## src/rtl/comparator_pkg.sv

```systemverilog
// Shared decision encoding and stage-count helper for the pipelined comparator.
package comparator_pkg;

  typedef enum logic [1:0] {
    CMP_EQ = 2'b00,
    CMP_GT = 2'b01,
    CMP_LT = 2'b10
  } cmp_t;

  function automatic int stage_count(input int width, input int chunk);
    return width / chunk;
  endfunction

endpackage

```

## src/rtl/comparator_stage.sv

```systemverilog
// One pipeline stage: compares chunk IDX (0 = MSB chunk) when the incoming
// decision is still EQ, then registers valid, decision, operands and decoded flags.
module comparator_stage
  import comparator_pkg::*;
#(
  parameter int WIDTH = 16,
  parameter int CHUNK = 4,
  parameter int IDX   = 0
) (
  input  logic             clk,
  input  logic             rst,
  input  logic             en,
  input  logic             valid_in,
  input  cmp_t             dec_in,
  input  logic [WIDTH-1:0] a_in,
  input  logic [WIDTH-1:0] b_in,
  output logic             valid,
  output cmp_t             dec,
  output logic [WIDTH-1:0] a,
  output logic [WIDTH-1:0] b,
  output logic             gt,
  output logic             lt,
  output logic             eq
);

  localparam int HI = WIDTH - 1 - IDX * CHUNK;

  logic [CHUNK-1:0] a_chunk;
  logic [CHUNK-1:0] b_chunk;
  cmp_t             dec_next;

  assign a_chunk = a_in[HI -: CHUNK];
  assign b_chunk = b_in[HI -: CHUNK];

  // A more significant chunk already decided the result; only EQ is refined.
  always_comb begin
    dec_next = dec_in;
    if (dec_in == CMP_EQ) begin
      if (a_chunk > b_chunk)      dec_next = CMP_GT;
      else if (a_chunk < b_chunk) dec_next = CMP_LT;
    end
  end

  always_ff @(posedge clk) begin
    if (rst) begin
      valid <= 1'b0;
      dec   <= CMP_EQ;
      gt    <= 1'b0;
      lt    <= 1'b0;
      eq    <= 1'b0;
    end else if (en) begin
      valid <= valid_in;
      dec   <= dec_next;
      gt    <= valid_in && (dec_next == CMP_GT);
      lt    <= valid_in && (dec_next == CMP_LT);
      eq    <= valid_in && (dec_next == CMP_EQ);
    end
  end

  always_ff @(posedge clk) begin
    if (en) begin
      a <= a_in;
      b <= b_in;
    end
  end

endmodule

```

## src/rtl/comparator_pipe.sv

```systemverilog
// Pipelined magnitude comparator: MSB-chunk-first over STAGES cycles, whole-pipe
// stall on backpressure, signed mode via MSB inversion, saturating equal counter.
module comparator_pipe
  import comparator_pkg::*;
#(
  parameter int WIDTH = 16,
  parameter int CHUNK = 4,
  parameter int CNT_W = 8
) (
  input  logic             clk,
  input  logic             rst,
  input  logic             in_valid,
  output logic             in_ready,
  input  logic [WIDTH-1:0] A,
  input  logic [WIDTH-1:0] B,
  input  logic             signed_mode,
  output logic             out_valid,
  input  logic             out_ready,
  output logic             A_gt_B,
  output logic             A_lt_B,
  output logic             A_eq_B,
  input  logic             clr_count,
  output logic [CNT_W-1:0] eq_count
);

  localparam int STAGES = stage_count(WIDTH, CHUNK);
  localparam logic [CNT_W-1:0] CNT_MAX = {CNT_W{1'b1}};

  logic             valid_s [STAGES+1];
  cmp_t             dec_s   [STAGES+1];
  logic [WIDTH-1:0] a_s     [STAGES+1];
  logic [WIDTH-1:0] b_s     [STAGES+1];
  logic             gt_s    [STAGES];
  logic             lt_s    [STAGES];
  logic             eq_s    [STAGES];
  logic [WIDTH-1:0] sign_mask;
  logic             unused_bits;

  assign in_ready = ~(out_valid & ~out_ready);

  // Flipping both MSBs maps two's-complement order onto unsigned order.
  assign sign_mask  = WIDTH'(signed_mode) << (WIDTH - 1);
  assign valid_s[0] = in_valid;
  assign dec_s[0]   = CMP_EQ;
  assign a_s[0]     = A ^ sign_mask;
  assign b_s[0]     = B ^ sign_mask;

  generate
    for (genvar gi = 0; gi < STAGES; gi++) begin : g_stage
      comparator_stage #(
        .WIDTH(WIDTH),
        .CHUNK(CHUNK),
        .IDX  (gi)
      ) u_stage (
        .clk     (clk),
        .rst     (rst),
        .en      (in_ready),
        .valid_in(valid_s[gi]),
        .dec_in  (dec_s[gi]),
        .a_in    (a_s[gi]),
        .b_in    (b_s[gi]),
        .valid   (valid_s[gi+1]),
        .dec     (dec_s[gi+1]),
        .a       (a_s[gi+1]),
        .b       (b_s[gi+1]),
        .gt      (gt_s[gi]),
        .lt      (lt_s[gi]),
        .eq      (eq_s[gi])
      );
    end
  endgenerate

  assign out_valid = valid_s[STAGES];
  assign A_gt_B    = gt_s[STAGES-1];
  assign A_lt_B    = lt_s[STAGES-1];
  assign A_eq_B    = eq_s[STAGES-1];

  always_ff @(posedge clk) begin
    if (rst || clr_count) begin
      eq_count <= '0;
    end else if (out_valid && out_ready && A_eq_B && (eq_count != CNT_MAX)) begin
      eq_count <= eq_count + 1'b1;
    end
  end

  // Intermediate flags and final-stage operands have no consumer.
  always_comb begin
    unused_bits = ^{a_s[STAGES], b_s[STAGES], dec_s[STAGES]};
    for (int i = 0; i < STAGES - 1; i++) begin
      unused_bits = unused_bits ^ gt_s[i] ^ lt_s[i] ^ eq_s[i];
    end
  end

endmodule

```

## config.mk

```make
export PLATFORM = sky130hd
export DESIGN_NAME = comparator_pipe
export DESIGN_NICKNAME = d
export VERILOG_FILES = /design/src/rtl/comparator_pkg.sv /design/src/rtl/comparator_stage.sv /design/src/rtl/comparator_pipe.sv
export SDC_FILE = /design/constraint.sdc
export NUM_CORES = 1
export LEC_CHECK = 0
export CORE_MARGIN = 2
export CORE_UTILIZATION = 45
export DETAILED_ROUTE_END_ITERATION = 10
export PLACE_DENSITY = 0.8
export SYNTH_ARGS = -nofsm -noshare
export SYNTH_HDL_FRONTEND = slang
export SYNTH_SLANG_ARGS = --single-unit
```

## constraint.sdc

```tcl
create_clock -name clk -period 1.8 [get_ports clk]
set_input_delay 0.36 -clock clk [delete_from_list [all_inputs] [get_ports clk]]
set_output_delay 0.36 -clock clk [all_outputs]
set_load 0.02 [all_outputs]
```

==> results of run 1 <==
placed cells by master, fill, tap and decap left out, types with 4 or more instances in the layout:
cell type / instances
edfxtp_1: 48
o211ai_1: 4
nor2b_1: 4
inv_1: 18
nand2_1: 18
o21ai_0: 5
clkbuf_8: 9
ha_1: 17
nor2_1: 11
nand3_1: 5
clkdlybuf4s50_1: 46
dfxtp_1: 21
buf_4: 7
a21oi_1: 12
per-stage QoR:
stage	hold slack (ns)	util, %	instances	area, µm²
3_5_place_dp	0.405	57.8	335	3400
2_1_floorplan	0.400	-	205	2730
4_1_cts	0.413	61.1	351	3600
3_3_place_gp	0.400	57.8	335	3400
5_1_grt	0.430	61.2	351	3600
6_report	0.417	61.2	351	3600
cells by family after synthesis:
group           synth area share [%]
flops                           68.3
buf+inv                         3.30
mux                            0.367
simple gates                    9.73
fa+ha+maj                       7.80
xor+xnor                        1.61
compound gates                  8.90
worst max path at each step:
stage / start / slack [ns] / cells after the start / endpoint
after floorplan: g_stage[3].u_stage.valid / 0.26 / 5 / g_stage[1].u_stage.dec[0]
after global placement: out_ready / -0.04 / 6 / g_stage[2].u_stage.dec[0]
after detailed placement: out_ready / -0.19 / 6 / g_stage[1].u_stage.dec[0]
after CTS: eq_count[3] / 0.002 / 1 / eq_count[3]
after global routing: eq_count[0] / 0.03 / 1 / eq_count[0]
final: out_ready / 0.07 / 5 / in_ready
power breakdown:
group          total (mW)  internal (mW)  leakage, nW  switching, mW
clock                1.19          0.629       0.0903          0.565
combinational       0.267          0.157        0.698          0.109
sequential           1.83           1.79        0.678         0.0398
total                3.29           2.58         1.47          0.714
metal layers:
metal  up-vias  wire length, µm  GRT usage, %
met5         -                0             0
met4         0               80          7.50
met3        10              320          5.27
met2        56             2120          24.1
met1       832             1900          17.3
li1        887                -             -
flip-flops by register name, summed over array words and instances, names as in the netlist:
register and cells:
eq_count 8, g_stage.u_stage.a 24, g_stage.u_stage.b 24, g_stage.u_stage.dec 6
g_stage.u_stage.eq 1, g_stage.u_stage.gt 1, g_stage.u_stage.lt 1, g_stage.u_stage.valid 4
Yosys cell counts:
| cell | number | area, µm² |
|---|---|---|
| nor2_1 | 11 | 41.3 |
| inv_1 | 19 | 71.3 |
| o41ai_1 | 1 | 8.76 |
| o311ai_0 | 1 | 8.76 |
| a211oi_1 | 1 | 7.51 |
| dfxtp_1 | 21 | 420 |
| o21ai_2 | 1 | 8.76 |
| a22o_1 | 2 | 17.5 |
| clkbuf_1 | 1 | 3.75 |
| xor2_1 | 3 | 26.3 |
| or3_1 | 3 | 18.8 |
| nand3b_1 | 2 | 15.0 |
| or4_1 | 1 | 7.51 |
| nand3_1 | 5 | 25.0 |
| a21oi_1 | 12 | 60.1 |
| nand4_1 | 2 | 12.5 |
| and3_1 | 2 | 12.5 |
| buf_2 | 3 | 15.0 |
| or2_0 | 1 | 6.26 |
| o211ai_1 | 4 | 30.0 |
| a31oi_1 | 2 | 12.5 |
| a21o_1 | 1 | 7.51 |
| nor2b_1 | 5 | 31.3 |
| o211ai_2 | 1 | 12.5 |
| xnor2_1 | 2 | 17.5 |
| ha_1 | 17 | 213 |
| nand2_1 | 18 | 67.6 |
| edfxtp_1 | 48 | 1440 |
| a41oi_1 | 3 | 26.3 |
| nor3_1 | 2 | 10.0 |
| a2111oi_0 | 2 | 17.5 |
| mux2i_1 | 1 | 10.0 |
| nor4b_1 | 2 | 17.5 |
| o21ai_0 | 5 | 25.0 |
cell type report:
type	instances	share of cell area (%)
Sequential cell	69	51.6
Multi-Input combinational cell	113	21.6
Clock inverter	7	1.84
Inverter	19	2.05
Clock buffer	9	3.44
Timing Repair Buffer	59	16.8
Tap cell	75	2.60
timing repair:
| item | in CTS | in global routing |
|---|---|---|
| resized for setup | 2 | 4 |
| endpoints found under the setup margin | 2 | 5 |
| setup buffers | 0 | 0 |
==> metrics.txt, run 1 <==
status finished clean; Worst Hold End g_stage[2].u_stage.b[2]; CP cell instances clkdlybuf4s50_1, nor2b_2, buf_12, inv_4, buf_4; Filler Cell Count ~470; hold path startpoint g_stage[1].u_stage.b[2]; MaxCap Viol Count 0; kind of end point of the critical path primary output; vias in the first global route about 1.7k; Total Power about 3.3 mW; Multi-input gate area about 780 µm²; largest net degree at the start of global routing 41; Die X slightly above 80 µm; min Tclk post-route 1.73 ns; final HPWL from detailed placement ~3100 µm; Synth Area per Inst ~13 µm²; post-synthesis instance area 2730 µm²; drc violations 0; initial drt markers 88; H-tree depth 3; gpl congestion around 0.76; total vias in the final route ~1.8k; worst-case setup slack after placement -0.187 ns; Yosys warnings 0; Setup WS post-layout 0.0655 ns; Post-CTS Hold Buffers 0; Worst-path clk slew 0.07 ns; first-pass GRT wire length between 7000 and 8000 µm; grt ovf 0; Final period util 96.4%; core area 5890 µm²; drt first pass iters 4; Final Hold Violating Endpoints 0; initial antenna violation count 0; Sequential Area approximately 1900 µm²; Clock Skew roughly 0.0063 ns; post-synthesis cell type count 34; Synth Register Bits 69; Die Span Y between 80 and 90 µm; area delta synth->final 32.2%; worst r2r src g_stage[0].u_stage.a[11]; total negative setup slack 0 ns; PortBufs 50; critical path arrival 1.37 ns; maximum clock insertion buffer count 2; Worst slew margin 78.7%; Setup Crit Path Kind input pin to primary output; Setup violations, final 0; power per cell area about 900 nW/µm²; Worst path max stage delay roughly 0.46 ns; share of layout cells above drive strength 1 between 10% and 20%; peak supply drop just under 0.6 mV; cell count after synthesis ~210; CP Launch Type input pin; WP buf/inv 4; HP Class flip-flop to flip-flop; Largest delay share family, worst path buffers and inverters; Leak Pwr approximately 1.5 nW; Crit path required time roughly 1.4 ns; critical-path maximum fanout 6; fin. max-slew vios 0; WL/cell approximately 13 µm; Num CTS Buffers 9; CTS Root Cell clkbuf_8; fmax around 580 MHz; Die ar. 6700 µm²; r2r endpoint g_stage[1].u_stage.dec[0]; ANT cells 0; RSZ-0062 raised after global routing false; Sink Count 69; Via density 5.09; Initial Utilization ~46%; CTS tree done; Worst Reg-to-Reg Cells 4; FP Rows 28; Worst-Margin Slew approximately 0.31 ns; flop2flop setup slack around 0.18 ns; Slowest cell on crit path clkdlybuf4s50_1; Seq/Total Area, Yosys 68.3%; Routed Antenna Nets 0; GRT Overall Usage between 10% and 20%; post-synth net total 260; worst-skew pair later-pin latency between 0.3 and 0.4 ns; final WL approximately 4400 µm; I/O pin cnt 51; Worst Hold Depth 0; final net count roughly 330
Note: power is estimated with default switching activity, not from simulation.
==> run 2: changes to the inputs <==
--- a/config.mk
+++ b/config.mk
@@ -5,10 +5,13 @@
 export SDC_FILE = /design/constraint.sdc
 export NUM_CORES = 1
 export LEC_CHECK = 0
+export CAP_MARGIN = 20
+export CELL_PAD_IN_SITES_DETAIL_PLACEMENT = 1
+export CELL_PAD_IN_SITES_GLOBAL_PLACEMENT = 2
 export CORE_MARGIN = 2
-export CORE_UTILIZATION = 45
+export CORE_UTILIZATION = 35
 export DETAILED_ROUTE_END_ITERATION = 10
-export PLACE_DENSITY = 0.8
+export PLACE_DENSITY = 0.89
 export SYNTH_ARGS = -nofsm -noshare
 export SYNTH_HDL_FRONTEND = slang
 export SYNTH_SLANG_ARGS = --single-unit
==> metrics.txt, run 2 (same netlist as run 1, synthesis figures left out) <==
Worst-Margin Slew 0.374 ns (+0.0626 ns); CTS tree done; first-pass GRT wire length 8330 µm (+16%); Via density 4.69 (-7.7%); Initial Utilization 35.7% (-11 points); Die ar. 8510 µm² (+27%); Setup violations, final 0 (unchanged); routed length on met3 209 µm (-35%); final net count 323 (-0.92%); kind of end point of the critical path primary output; drc violations 0 (unchanged); FP Rows 32 (+14%); Leak Pwr 1.47 nW (about the same); CP Launch Type input pin; initial drt markers 57 (-35%); Setup Crit Path Kind input pin to primary output; Worst slew margin 75.0% (-3.6 points); H-tree depth 3 (unchanged); status finished clean; Final period util 97.5% (+1.2 points); CP cell instances clkdlybuf4s50_1, nor2b_4, inv_2, dlygate4sd2_1; uppermost layer routed met4; WL/cell 12.9 µm (+2.1%); I/O pin cnt 51 (unchanged); initial antenna violation count 0 (unchanged); Worst-path clk slew 0.07 ns (about the same); MaxCap Viol Count 0 (unchanged); min Tclk post-route 1.76 ns (+0.0214 ns); Die X 92.3 µm (+13%); flop2flop setup slack 0.23 ns (+0.05 ns); worst-case setup slack after placement -0.258 ns (-0.0707 ns); PortBufs 50 (unchanged); GRT Overall Usage 12.6% (-2.2 points); critical path arrival 1.40 ns (+0.03 ns); Num CTS Buffers 9 (unchanged); share of layout cells above drive strength 1 9.52% (-0.62 points); final HPWL from detailed placement 3560 µm (+14%); fmax 570 MHz (-1.2%); CTS Root Cell clkbuf_8; peak supply drop 0.780 mV (+31%); most frequent cells in the layout edfxtp_1, clkdlybuf4s50_1, dfxtp_1; Worst path max stage delay 0.47 ns (about the same); largest net degree at the start of global routing 32 (-22%); HP Class flip-flop to flip-flop; fin. max-slew vios 0 (unchanged); grt ovf 0 (unchanged); DP Cell Count 359 (+7.2%); Finished Layout Cells 375 (+6.8%); Final Hold Violating Endpoints 0 (unchanged); vias in the first global route 1887 (+14%); Setup WS post-layout 0.0442 ns (-0.0214 ns); power per cell area 933 nW/µm² (+2.3%); ANT cells 0 (unchanged); Sink Count 69 (unchanged); maximum clock insertion buffer count 2 (unchanged); total vias in the final route 1760 (-1.4%); Slowest cell on crit path clkdlybuf4s50_1; Crit path required time 1.44 ns (about the same); final WL 4820 µm (+9.1%); Filler Cell Count 793 (+71%); Total Power 3.37 mW (+2.4%); drt first pass iters 4 (unchanged); biggest regs g_stage.u_stage.a (24), g_stage.u_stage.b (24), eq_count (8); most common library cell in the layout ignoring fill and taps edfxtp_1; met2 routed WL 2460 µm (+16%); Routed Antenna Nets 0 (unchanged); Clock Skew 0.00689 ns (+0.000556 ns); critical-path maximum fanout 2 (-4); area delta synth->final 32.4%; gpl congestion 0.817 (+7.4%); Die Span Y 92.3 µm (+13%); worst-skew pair later-pin latency 0.34 ns (about the same); M1 WL 2060 µm (+8.7%); RSZ-0062 raised after global routing false; core area 7650 µm² (+30%)
-- run 2: worst max-delay path, delay by kind of cell --
kind | cells | cell delay (ns)
buf+inv | 3 | 0.85
simple gates | 1 | 0.18
-- run 2: final cells by class --
type | count | area, µm² | area share, %
Clock buffer | 9 | 124 | 3.43
Clock inverter | 7 | 81.3 | 2.25
Inverter | 19 | 71.3 | 1.98
Multi-Input combinational cell | 113 | 782 | 21.7
Sequential cell | 69 | 1860 | 51.6
Tap cell | 102 | 128 | 3.54
Timing Repair Buffer | 56 | 562 | 15.6
-- run 2: what timing repair did --
| item | 4_1_cts | 5_1_grt |
|---|---|---|
| endpoints found under the setup margin | 3 | 4 |
| hold buffers | 0 | 0 |
| pin swaps | 0 | 0 |
| resized for setup | 4 | 4 |
| buffers inserted | 0 | 0 |
-- run 2: final timing paths --
kind,from,end,cells after the start
max,out_ready,in_ready,4
min reg2reg,g_stage[0].u_stage.b[5],g_stage[1].u_stage.b[5],0
min,g_stage[0].u_stage.b[5],g_stage[1].u_stage.b[5],0
max reg2reg,g_stage[0].u_stage.a[11],g_stage[1].u_stage.dec[0],4
-- run 2: routing by layer --
metal / global-route usage, % / up-vias
li1: - / 878
met3: 3.29 / 10
met4: 5.97 / 0
met1: 14.6 / 832
met2: 21.7 / 40
met5: 0 / -
-- run 2: metrics by stage --
| step | TNS (ns) | area, µm² | hold WS (ns) | utilization [%] |
|---|---|---|---|---|
| CTS | 0 | 3600 | 0.423 | 47.0 |
| detailed placement | -5.49 | 3390 | 0.405 | 44.4 |
| global placement | -4.93 | 3390 | 0.401 | 44.4 |
| global route | 0 | 3610 | 0.426 | 47.2 |
| floorplan | 0 | 2730 | 0.400 | - |
| finish | 0 | 3610 | 0.422 | 47.2 |
-- run 2: power breakdown --
| group | switching (mW) | internal, mW |
|---|---|---|
| clock | 0.619 | 0.658 |
| sequential | 0.0390 | 1.79 |
| combinational | 0.110 | 0.154 |
==> run 3: changes to the inputs <==
--- a/config.mk
+++ b/config.mk
@@ -8,7 +8,6 @@
 export CAP_MARGIN = 20
 export CELL_PAD_IN_SITES_DETAIL_PLACEMENT = 1
 export CELL_PAD_IN_SITES_GLOBAL_PLACEMENT = 2
-export CORE_MARGIN = 2
 export CORE_UTILIZATION = 35
 export DETAILED_ROUTE_END_ITERATION = 10
 export PLACE_DENSITY = 0.89
==> metrics.txt, run 3 (same netlist as run 1, synthesis figures left out) <==
status finished clean; GRT Overall Usage 14.5% (+1.9 points); PortBufs 50 (unchanged); worst r2r src g_stage[1].u_stage.a[7]; CTS tree done; Via density 4.82 (+2.8%); initial drt markers 56 (-1.8%); Die ar. 8150 µm² (-4.3%); Crit path required time 1.44 ns (about the same); grt ovf 0 (unchanged); min Tclk post-route 1.76 ns (+0.00723 ns); biggest regs g_stage.u_stage.a (24), g_stage.u_stage.b (24), eq_count (8); initial antenna violation count 0 (unchanged); Sink Count 69 (unchanged); first-pass GRT wire length 8920 µm (+7.1%); fin. max-slew vios 0 (unchanged); vias in the first global route 1980 (+4.9%); power per cell area 970 nW/µm² (+4.0%); critical path arrival 1.40 ns (about the same); critical-path maximum fanout 3 (+1); Setup Crit Path Kind input pin to primary output; area delta synth->final 32.1%; H-tree depth 3 (unchanged); MaxCap Viol Count 0 (unchanged); CP startpoint out_ready; Worst-path clk slew 0.07 ns (about the same); fmax 567 MHz (-0.41%); most common library cell in the layout ignoring fill and taps edfxtp_1; gpl congestion 0.799 (-2.2%); RSZ-0062 raised after global routing false; CTS Root Cell clkbuf_8; Setup Buffers After CTS 0 (unchanged); maximum clock insertion buffer count 2 (unchanged); Post-CTS Hold Buffers 0 (unchanged); Initial Utilization 36.8% (+1.2 points); Num CTS Buffers 9 (unchanged); r2r endpoint g_stage[2].u_stage.dec[0]; I/O pin cnt 51 (unchanged); share of layout cells above drive strength 1 9.16% (-0.37 points); Leak Pwr 1.44 nW (-2.1%); ANT cells 0 (unchanged); total vias in the final route 1794 (+1.9%); final HPWL from detailed placement 3660 µm (+2.8%); Final period util 97.9% (+0.40 points); Worst slew margin 74.9% (-0.14 points); Final Hold Violating Endpoints 0 (unchanged); Clock Skew 0.00902 ns (+0.00213 ns); FP Rows 31 (-3.1%); drt first pass iters 3 (-1); peak supply drop 0.630 mV (-19%); kind of end point of the critical path primary output; final net count 323 (unchanged); total negative setup slack 0 ns (unchanged); DP Cell Count 356 (-0.84%); Setup violations, final 0 (unchanged); hold path startpoint g_stage[0].u_stage.a[0]; final WL 5160 µm (+7.2%); Finished Layout Cells 372 (-0.80%); largest net degree at the start of global routing 33 (+3.1%); core area 7410 µm² (-3.1%); CP endpoint in_ready; Die Span Y 90.3 µm (-2.2%); Die X 90.3 µm (-2.2%); worst-skew pair later-pin latency 0.35 ns (about the same); flop2flop setup slack 0.14 ns (-0.09 ns); WL/cell 13.9 µm (+8.0%); HP Class flip-flop to flip-flop; drc violations 0 (unchanged); Worst-Margin Slew 0.377 ns (+0.00215 ns); most frequent cells in the layout edfxtp_1, clkdlybuf4s50_1, dfxtp_1; CP Launch Type input pin; Routed Antenna Nets 0 (unchanged); Worst Reg-to-Reg Cells 4 (unchanged)
run 3: cell count changes in the layout (fill, tap and decap cells not counted), sizes merged:
cell and change:
clkdlybuf4s50 +2, clkinv +2, clkinvlp -2, dlymetal6s2s -2
bufinv +1, inv -1
run 3: cell type report:
| class | instances | area [µm²] |
|---|---|---|
| clock buffer | 9 | 124 |
| clock inverter | 7 | 97.6 |
| fill | 763 | 3810 |
| inverter | 19 | 71.3 |
| multi-input combinational | 113 | 778 |
| sequential | 69 | 1860 |
| tap | 99 | 124 |
| timing repair buffer | 56 | 544 |
run 3: report_power, final:
group / switching, mW / internal [mW]
registers: 0.0411 / 1.79
clock network: 0.607 / 0.787
logic: 0.117 / 0.155
run 3: timing repair:
item | 4_1_cts | 5_1_grt
hold endpoints to repair | 0 | 0
setup endpoints to repair | 3 | 3
gates resized for setup | 4 | 2
gates cloned | 0 | 0
run 3: per-layer routing:
layer | vias to the layer above | routed length (µm) | track usage (%)
met2 | 49 | 2770 | 26.4
met1 | 859 | 2060 | 14.6
met4 | 0 | 101 | 8.06
met5 | - | 0 | 0
li1 | 876 | - | -
met3 | 10 | 235 | 4.46
run 3: metrics by stage:
stage / util (%) / power [mW] / instance area, µm² / worst slack (ns) / hold slack [ns]
2_1_floorplan: - / 1.99 / 2730 / 0.260 / 0.400
3_3_place_gp: 45.6 / 2.11 / 3380 / -0.255 / 0.402
3_5_place_dp: 45.6 / 2.14 / 3380 / -0.247 / 0.406
4_1_cts: 48.6 / 3.54 / 3600 / 0.0228 / 0.424
5_1_grt: 48.6 / 3.65 / 3600 / 0.00245 / 0.428
6_report: 48.6 / 3.49 / 3600 / 0.0369 / 0.422
run 3: worst min path at each step:
stage | endpoint | slack [ns] | depth (start not counted)
global placement | g_stage[1].u_stage.b[5] | 0.40 | 0
CTS | g_stage[1].u_stage.a[0] | 0.42 | 0
floorplan | g_stage[1].u_stage.a[0] | 0.40 | 0
finish | g_stage[1].u_stage.a[0] | 0.42 | 0
detailed placement | g_stage[1].u_stage.a[0] | 0.41 | 0
global route | g_stage[1].u_stage.a[0] | 0.43 | 0
run 3: critical path, cell delays in order:
cell	delay, ns
clkdlybuf4s50_1	0.44
nor2b_2	0.20
inv_2	0.08
dlygate4sd2_1	0.33
